--- src/rtl/life_pkg.sv ---
// Shared types, rule constants and the neighbour popcount for the life grid stepper.
package life_pkg;

  typedef enum logic [1:0] {IDLE, RUN, FINISH} state_t;

  // Conway B3/S23 and the HighLife birth mask (B36)
  localparam logic [8:0] RULE_B3  = 9'b000001000;
  localparam logic [8:0] RULE_S23 = 9'b000001100;
  localparam logic [8:0] RULE_B36 = 9'b001001000;

  // Live-neighbour count, 0..8
  function automatic logic [3:0] neighbour_count(input logic [7:0] nbr);
    logic [3:0] n;
    n = '0;
    for (int i = 0; i < 8; i++) n = n + {3'b000, nbr[i]};
    return n;
  endfunction

endpackage

--- src/rtl/life_rule_cell.sv ---
// One totalistic B/S rule evaluator: next state of a single cell from its 8 neighbours.
module life_rule_cell
  import life_pkg::*;
(
  input  logic [7:0] nbr,
  input  logic       cur,
  input  logic [8:0] birth_mask,
  input  logic [8:0] survive_mask,
  output logic       cell_new
);

  logic [3:0] n;

  // Live cells look up the survive mask, dead cells the birth mask
  always_comb begin
    n        = neighbour_count(nbr);
    cell_new = cur ? survive_mask[n] : birth_mask[n];
  end

endmodule

--- src/rtl/life_grid_stepper.sv ---
// Register-resident WIDTH x HEIGHT life grid, advanced one row per cycle in place.
// saved_prev / saved_row0 keep the pre-update copies of rows already overwritten,
// so the in-place sweep equals a simultaneous update of the whole generation.
module life_grid_stepper
  import life_pkg::*;
#(
  parameter int WIDTH  = 16,
  parameter int HEIGHT = 16,
  parameter int CNT_W  = 16
) (
  input  logic                      clk,
  input  logic                      reset,
  input  logic                      load_valid,
  output logic                      load_ready,
  input  logic [$clog2(HEIGHT)-1:0] load_addr,
  input  logic [WIDTH-1:0]          load_row,
  input  logic                      step_start,
  input  logic [CNT_W-1:0]          step_count,
  input  logic                      wrap_en,
  input  logic [8:0]                birth_mask,
  input  logic [8:0]                survive_mask,
  output logic                      busy,
  output logic                      done,
  output logic [CNT_W-1:0]          gen_count,
  input  logic [$clog2(HEIGHT)-1:0] rd_addr,
  output logic [WIDTH-1:0]          rd_row
);

  localparam int              RW   = $clog2(HEIGHT);
  localparam logic [RW-1:0]   LAST = RW'(HEIGHT - 1);
  localparam logic [RW:0]     HLIM = (RW + 1)'(HEIGHT);

  state_t                       state;
  logic [HEIGHT-1:0][WIDTH-1:0] grid;
  logic [WIDTH-1:0]             saved_prev, saved_row0;
  logic [WIDTH-1:0]             prev_row, cur_row, next_row, new_row;
  logic [RW-1:0]                row_idx;
  logic [CNT_W-1:0]             gens_left;
  logic                         sh_wrap;
  logic [8:0]                   sh_birth, sh_survive;

  assign load_ready = !busy;

  // Select the three rows around row_idx, applying the vertical edge rule
  always_comb begin
    cur_row  = grid[row_idx];
    prev_row = saved_prev;
    next_row = '0;
    if (row_idx == '0) prev_row = sh_wrap ? grid[HEIGHT-1] : '0;
    if (row_idx == LAST) begin
      if (sh_wrap) next_row = saved_row0;
    end else begin
      next_row = grid[row_idx + RW'(1)];
    end
  end

  // WIDTH parallel evaluators; horizontal edge columns are masked unless wrapping
  for (genvar c = 0; c < WIDTH; c++) begin : g_col
    localparam int CL = (c == 0) ? WIDTH - 1 : c - 1;
    localparam int CR = (c == WIDTH - 1) ? 0 : c + 1;
    logic       lok, rok;
    logic [7:0] nbr;
    assign lok = (c != 0) || sh_wrap;
    assign rok = (c != WIDTH - 1) || sh_wrap;
    assign nbr = {prev_row[CL] & lok, prev_row[c], prev_row[CR] & rok,
                  cur_row[CL]  & lok,              cur_row[CR]  & rok,
                  next_row[CL] & lok, next_row[c], next_row[CR] & rok};
    life_rule_cell u_cell (
      .nbr          (nbr),
      .cur          (cur_row[c]),
      .birth_mask   (sh_birth),
      .survive_mask (sh_survive),
      .cell_new     (new_row[c])
    );
  end

  // Control FSM, grid storage, counters and the registered display read port
  always_ff @(posedge clk) begin
    if (reset) begin
      state      <= IDLE;
      grid       <= '0;
      saved_prev <= '0;
      saved_row0 <= '0;
      row_idx    <= '0;
      gens_left  <= '0;
      sh_wrap    <= 1'b0;
      sh_birth   <= '0;
      sh_survive <= '0;
      busy       <= 1'b0;
      done       <= 1'b0;
      gen_count  <= '0;
      rd_row     <= '0;
    end else begin
      rd_row <= ({1'b0, rd_addr} < HLIM) ? grid[rd_addr] : '0;
      done   <= 1'b0;
      case (state)
        IDLE, FINISH: begin
          if (load_valid && ({1'b0, load_addr} < HLIM)) grid[load_addr] <= load_row;
          state <= IDLE;
          if (state == IDLE && step_start) begin
            sh_wrap    <= wrap_en;
            sh_birth   <= birth_mask;
            sh_survive <= survive_mask;
            row_idx    <= '0;
            gens_left  <= step_count;
            if (step_count == '0) begin
              state <= FINISH;
              done  <= 1'b1;
            end else begin
              state <= RUN;
              busy  <= 1'b1;
            end
          end
        end
        RUN: begin
          grid[row_idx] <= new_row;
          saved_prev    <= cur_row;
          if (row_idx == '0) saved_row0 <= cur_row;
          if (row_idx == LAST) begin
            row_idx   <= '0;
            gen_count <= gen_count + CNT_W'(1);
            gens_left <= gens_left - CNT_W'(1);
            if (gens_left == CNT_W'(1)) begin
              state <= FINISH;
              busy  <= 1'b0;
              done  <= 1'b1;
            end
          end else begin
            row_idx <= row_idx + RW'(1);
          end
        end
        default: state <= IDLE;
      endcase
    end
  end

endmodule

--- config.mk ---
export PLATFORM = sky130hd
export DESIGN_NAME = life_grid_stepper
export DESIGN_NICKNAME = d
export VERILOG_FILES = /design/src/rtl/life_pkg.sv /design/src/rtl/life_rule_cell.sv /design/src/rtl/life_grid_stepper.sv
export SDC_FILE = /design/constraint.sdc
export NUM_CORES = 1
export LEC_CHECK = 0
export ABC_CLOCK_PERIOD_IN_PS = 13100
export CAP_MARGIN = 20
export CORE_AREA = 2 2 284 286
export CTS_CLUSTER_DIAMETER = 60
export DETAILED_ROUTE_END_ITERATION = 16
export DIE_AREA = 0 0 286 288
export PLACE_DENSITY_LB_ADDON = 0.3
export SYNTH_ARGS = -nofsm -noshare
export SYNTH_HDL_FRONTEND = slang
export SYNTH_HIERARCHICAL = 1
export SYNTH_SLANG_ARGS = --single-unit
--- constraint.sdc ---
create_clock -name clk -period 13.1 [get_ports clk]
set_clock_uncertainty 0.15 [all_clocks]
set_input_delay 1.31 -clock clk [delete_from_list [all_inputs] [get_ports clk]]
set_output_delay 1.31 -clock clk [all_outputs]
set_load 0.1 [all_outputs]
==> summary.md, run 1 <==
| Metric | Value |
|---|---|
| Total power | `3.25 mW` |
| Unrepaired setup endpoints after global routing | `no` |
| Starting Density | `0.346` |
| Top_reg_cell synth | `dfxtp_1` |
| Largest net degree at the start of global routing | `207` |
| First-pass GRT wire length | `162 mm` |
| Relative slew slack | `0.146` |
| I/O pin count | `98` |
| Leak pwr | `11.1 nW` |
| DRT Wirelength | `111 mm` |
| Final period util | `0.624` |
| Detailed Place HPWL | `73.8 mm` |
| PortBufs | `97` |
| Die X | `286 um` |
| Most common cell after layout, fill and taps aside | `nor2_1` |
| Hold Crit Class | `register to register` |
| Clock sinks | `363` |
| TritonCTS buffer count | `48` |
| PwrDens | `106 nW/um2` |
| Area occupied by multi-input gates | `18300 um2` |
| Worst-Margin Slew | `1.27 ns` |
| Post-synth EDFFs | `0` |
| GRT overflow | `0` |
| Seq pwr share | `0.372` |
| Setup TNS | `0 ns` |
| Vias in the first global route | `24200` |
| Hold Buf Count CTS | `0` |
| Fmax | `122 MHz` |
| Fillcell total | `7896` |
| CP arrival | `8.50 ns` |
| Mapped cell area | `27500 um2` |
| Row cnt | `104` |
| Setup violations, final | `0` |
| Worst skew pair latency | `0.63 ns` |
| CTS root buffer | `clkbuf_16` |
| Reg area | `7270 um2` |
| Layout cells sized above 1 | `0.144` |
| CP Launch Type | `register` |
| Clk buf depth | `3` |
| Sw Ratio | `0.313` |
| Pins Over Slew Limit | `0` |
| Syn Nets | `3058` |
| Distinct cells, synth | `73` |
| CP Data Required Time | `13.43 ns` |
| Number of routed nets with antenna violations | `0` |
| Vias per cell | `6.39` |
| Post-route DRC | `0` |
| Outcome | `finished, final reports clean` |
| Routed vias | `25000` |
| Average wire per standard cell | `28.4 um` |
| Post-CTS setup buffer count | `0` |
| Synth warn | `6` |
| Minimum clock period | `8.17 ns` |
| Syn-to-layout area delta | `11.8%` |
| Most frequent cells in the layout | `nor2_1, dfxtp_1, nand2_1` |
| Cells after synthesis | `2876` |
| Initial DRC count | `4147` |
| CP Capture Type | `register` |
| Final Hold Viols | `0` |
| Crit path max fanout | `37` |
| Clock power share | `0.426` |
| Register area share after synthesis | `0.264` |
| Max-cap violation count | `0` |
| Synthesis-stage register bit count | `363` |
| Total Routing Usage GR | `0.264` |
| Power share of the combinational group | `0.202` |
| RePlAce Congestion | `0.932` |
| Clk slew on worst S/H paths | `0.06 ns` |
| Ys async rst share | `0` |
| H-tree levels | `2` |
| Final #Nets | `2990` |
| CP max stage cell | `dfxtp_4` |
| CTS tree | `done` |
| Die Area | `82400 um2` |
| Cell with the most instances on the worst path | `fa_1` |
| Die Ht | `288 um` |
| Max IR drop VDD | `0.0805 mV` |
| Slowest stage delay, CP | `0.72 ns` |
| Post-CTS Resized | `0` |
| Antenna violations before repair | `2` |
| Critical Path, Cell by Cell | `inv_1 > ha_4 > buf_4 > mux4_2 > mux2i_1 > o21ai_0 > inv_1 > fa_1 > fa_1 > fa_1 > inv_1 > ha_1 > fa_1 > mux4_1 > mux4_2 > mux2_4 > nand2_1 > o22ai_1 > mux2i_1 > nor2_1` |
| CP Class | `register to register` |
| Util after Layout | `0.387` |
| Switching pwr | `1.02 mW` |
| Syn Area/Cell | `9.58 um2` |
| N_diodes | `0` |
| Internal | `2.24 mW` |
| Core Region | `79600 um2` |
| DR pass1 iterations | `10` |
power groups by stage:
stage / clock network, mW / registers, mW / logic (mW)
2_1_floorplan: 0 / 1.21 / 0.468
3_3_place_gp: 0 / 1.23 / 0.639
3_5_place_dp: 0 / 1.23 / 0.643
4_1_cts: 1.40 / 1.21 / 0.645
5_1_grt: 1.44 / 1.21 / 0.693
6_report: 1.39 / 1.21 / 0.658
cell usage after synthesis, types with 30 or more instances:
| master | n | area, um2 |
|---|---|---|
| mux4_1 | 64 | 1680 |
| o21ai_0 | 63 | 315 |
| a22oi_1 | 89 | 668 |
| dfxtp_1 | 363 | 7270 |
| fa_1 | 64 | 1280 |
| nor4_1 | 48 | 300 |
| mux2i_1 | 51 | 510 |
| inv_1 | 201 | 754 |
| a21oi_1 | 153 | 766 |
| nor2_1 | 391 | 1470 |
| a222oi_1 | 56 | 561 |
| mux4_2 | 224 | 5040 |
| nand2_1 | 236 | 886 |
| nand3_1 | 35 | 175 |
| and2_1 | 37 | 231 |
| nor3_1 | 36 | 180 |
| o22ai_1 | 52 | 325 |
| buf_2 | 89 | 445 |
| ha_1 | 55 | 688 |
| clkbuf_1 | 120 | 450 |
| nand3b_1 | 30 | 225 |
| a211oi_1 | 92 | 691 |
stage by stage:
stage | cells | hold slack, ns | setup WS [ns] | area [um2]
after global placement | 3813 | 0.299 | 5.14 | 29100
after detailed placement | 3815 | 0.300 | 5.01 | 29100
after global routing | 3906 | 0.339 | 4.61 | 30800
after floorplan | 2876 | 0.287 | 5.76 | 27500
final | 3906 | 0.307 | 4.93 | 30800
after CTS | 3903 | 0.307 | 5.00 | 30700
registers in the layout, indices dropped and copies added, names as in the netlist:
register,cells
sh_birth,9
done,1
grid,256
saved_row0,16
g_col.lok,1
state,2
saved_prev,16
gen_count,16
sh_survive,9
row_idx,4
rd_row,16
busy,1
gens_left,16
per-layer routing:
layer	wire, um	up-vias	GRT usage
li1	-	10600	-
met4	7090	2	0.146
met2	47600	1787	0.397
met5	11	-	0
met1	42500	12200	0.350
met3	13500	368	0.0625
area by class of cell:
type                            count  area share
Inverter                          201      0.0245
Tap cell                         1060      0.0431
Clock buffer                       68      0.0444
Clock inverter                     20     0.00886
Timing Repair Buffer              155      0.0468
Sequential cell                   363       0.236
Multi-Input combinational cell   2039       0.596
kinds of logic (layout without fill, tap and decap cells):
family | after synthesis | in the layout | share of synthesized area
muxes | 355 | 355 | 0.271
AOI/OAI and AO/OA | 615 | 615 | 0.155
buffers and inverters | 474 | 444 | 0.0737
and+or+nand+nor | 922 | 922 | 0.156
DFF | 363 | 363 | 0.264
adders and majority gates | 119 | 119 | 0.0715
xor gates and xnor gates | 28 | 28 | 0.00890
worst paths after layout:
kind                                endpoint                        from  cells past startpoint  slack [ns]
hold / removal    saved_prev[0]$_SDFFE_PP0P_  saved_prev[0]$_SDFFE_PP0P_                      2        0.31
setup / recovery       grid[91]$_SDFFE_PP0P_     row_idx[0]$_SDFFE_PP0P_                     20        4.93
hold reg to reg   saved_prev[0]$_SDFFE_PP0P_  saved_prev[0]$_SDFFE_PP0P_                      2        0.31
setup reg to reg       grid[91]$_SDFFE_PP0P_     row_idx[0]$_SDFFE_PP0P_                     20        4.93
critical path: cells and delay by family, from the launching register on:
kind | cells | cell delay [ns]
simple gates | 2 | 0.23
mux | 6 | 2.35
flops | 1 | 0.72
compound gates | 2 | 0.55
buf+inv | 4 | 1.04
fa+ha+maj | 6 | 2.88
(Power assumes the default switching activity.)
==> run 2, diff against run 1 <==
ABC_CLOCK_PERIOD_IN_PS = 7920   (was 13100)
clock period = 7.92 ns   (was 13.1 ns; I/O delays follow)
==> run 2 against run 1 <==
Against the previous run:
- core utilization increased by 0.25 points
- largest cell class unchanged
- routed wire length increased by 4.5%
- critical path depth unchanged
==> summary.md, run 2 (synthesis gave the netlist of run 1 again) <==
| Metric | Value |
|---|---|
| Internal | `3.72 mW` |
| First-pass GRT wire length | `169 mm` |
| Vias in the first global route | `24400` |
| Setup TNS | `0 ns` |
| Number of routed nets with antenna violations | `0` |
| CP Class | `register to register` |
| CTS root buffer | `clkbuf_16` |
| Max-cap violation count | `0` |
| PortBufs | `97` |
| Fillcell total | `7967` |
| Final #Nets | `3005` |
| Clock sinks | `363` |
| CP bufs+invs | `4` |
| Largest net degree at the start of global routing | `126` |
| DR pass1 iterations | `8` |
| Crit path max fanout | `22` |
| Area occupied by multi-input gates | `18400 um2` |
| Average wire per standard cell | `29.5 um` |
| Initial DRC count | `3570` |
| Fmax | `142 MHz` |
| Hold Buf Count CTS | `0` |
| Seq pwr share | `0.367` |
| Die Area | `82400 um2` |
| Routed vias | `25500` |
| Worst-Margin Slew | `1.29 ns` |
| Unrepaired setup endpoints after global routing | `no` |
| Hold Crit Class | `register to register` |
| Area after DPL | `29300 um2` |
| Clk buf depth | `3` |
| Worst skew pair latency | `0.62 ns` |
| Die Ht | `288 um` |
| Minimum clock period | `7.04 ns` |
| Family with the most delay on the worst path | `adder cells` |
| Layout cells sized above 1 | `0.149` |
| Antenna violations before repair | `5` |
| PwrDens | `176 nW/um2` |
| Final setup margin | `0.880 ns` |
| CP Launch Type | `register` |
| Critical Path, Cell by Cell | `inv_1 > ha_4 > buf_12 > mux4_2 > mux2i_1 > o21ai_0 > inv_1 > fa_1 > fa_1 > fa_1 > inv_1 > ha_1 > fa_1 > mux4_1 > mux4_2 > mux2_4 > nand2_1 > nor2_1 > a21oi_1 > a211oi_1` |
| CP Capture Type | `register` |
| Post-CTS Resized | `0` |
| GRT overflow | `0` |
| CP max stage cell | `fa_1` |
| Final Hold Viols | `0` |
| Relative slew slack | `0.137` |
| Starting Density | `0.346` |
| Most frequent cells in the layout | `nor2_1, dfxtp_1, nand2_1` |
| Row cnt | `104` |
| I/O pin count | `98` |
| RePlAce Congestion | `0.930` |
| TritonCTS buffer count | `50` |
| Max IR drop VDD | `0.175 mV` |
| Biggest register | `grid` |
| Die X | `286 um` |
| Total Routing Usage GR | `0.277` |
| Leak pwr | `11.2 nW` |
| Min Hold Slack | `0.320 ns` |
| CP arrival | `7.33 ns` |
| Outcome | `finished, final reports clean` |
| Clk slew on worst S/H paths | `0.06 ns` |
| Pre-CTS WS | `0.987 ns` |
| H-tree levels | `2` |
| Reg area | `7270 um2` |
| Syn-to-layout area delta | `12.5%` |
| Max reg flops | `256` |
| Fin area | `31000 um2` |
| Sw Ratio | `0.315` |
| Pins Over Slew Limit | `0` |
| Clock power share | `0.427` |
| CP Data Required Time | `8.21 ns` |
| Detailed Place HPWL | `74.9 mm` |
| Core Region | `79600 um2` |
| Most common cell after layout, fill and taps aside | `nor2_1` |
| Total power | `5.44 mW` |
| Slowest stage delay, CP | `0.68 ns` |
| Cell with the most instances on the worst path | `fa_1` |
| Switching pwr | `1.71 mW` |
| Power share of the combinational group | `0.206` |
| Post-route DRC | `0` |
| Setup violations, final | `0` |
| Post-CTS setup buffer count | `0` |
| Final period util | `0.889` |
| CTS tree | `done` |
| DRT Wirelength | `116 mm` |
| Vias per cell | `6.50` |
[run 2: layout make-up]
class	instances	area share
antenna	1	0.0000808
clock buffer	76	0.0477
clock inverter	13	0.00598
inverter	201	0.0244
multi-input combinational	2039	0.593
sequential	363	0.235
tap	1060	0.0428
timing repair buffer	168	0.0516
[run 2: power groups by stage]
stage	clock network (mW)	logic, mW	registers [mW]
after global routing	2.41	1.18	2.00
after floorplan	0	0.774	1.99
final	2.32	1.12	2.00
after CTS	2.34	1.10	1.99
after global placement	0	1.09	2.03
after detailed placement	0	1.09	2.03
[run 2: per-stage QoR]
step,std cells,util
after floorplan,2876,-
after global placement,3828,0.367
after detailed placement,3828,0.367
after CTS,3917,0.388
after global routing,3920,0.389
final,3921,0.389
[run 2: per-layer routing]
layer  vias up  wire [um]  global-route usage
li1      10700          -                   -
met1     12500      43600               0.359
met2      1894      49100               0.407
met3       440      14900              0.0809
met4         6       8010               0.166
met5         -         45                   0
[run 2: path summary, 6_finish.rpt]
path | from | endpoint | slack, ns | depth (start not counted)
setup reg to reg | row_idx[0]$_SDFFE_PP0P_ | grid[215]$_SDFFE_PP0P_ | 0.88 | 20
hold reg to reg | saved_row0[0]$_SDFFE_PP0P_ | saved_row0[0]$_SDFFE_PP0P_ | 0.32 | 2
setup / recovery | row_idx[0]$_SDFFE_PP0P_ | grid[215]$_SDFFE_PP0P_ | 0.88 | 20
hold / removal | saved_row0[0]$_SDFFE_PP0P_ | saved_row0[0]$_SDFFE_PP0P_ | 0.32 | 2
[run 2: worst reg2reg max path, delay by kind of cell (launching register included)]
kind / cells / cell delay [ns]
compound gates: 3 / 0.53
flops: 1 / 0.41
buf+inv: 4 / 0.55
simple gates: 2 / 0.26
mux: 5 / 2.16
fa+ha+maj: 6 / 2.82
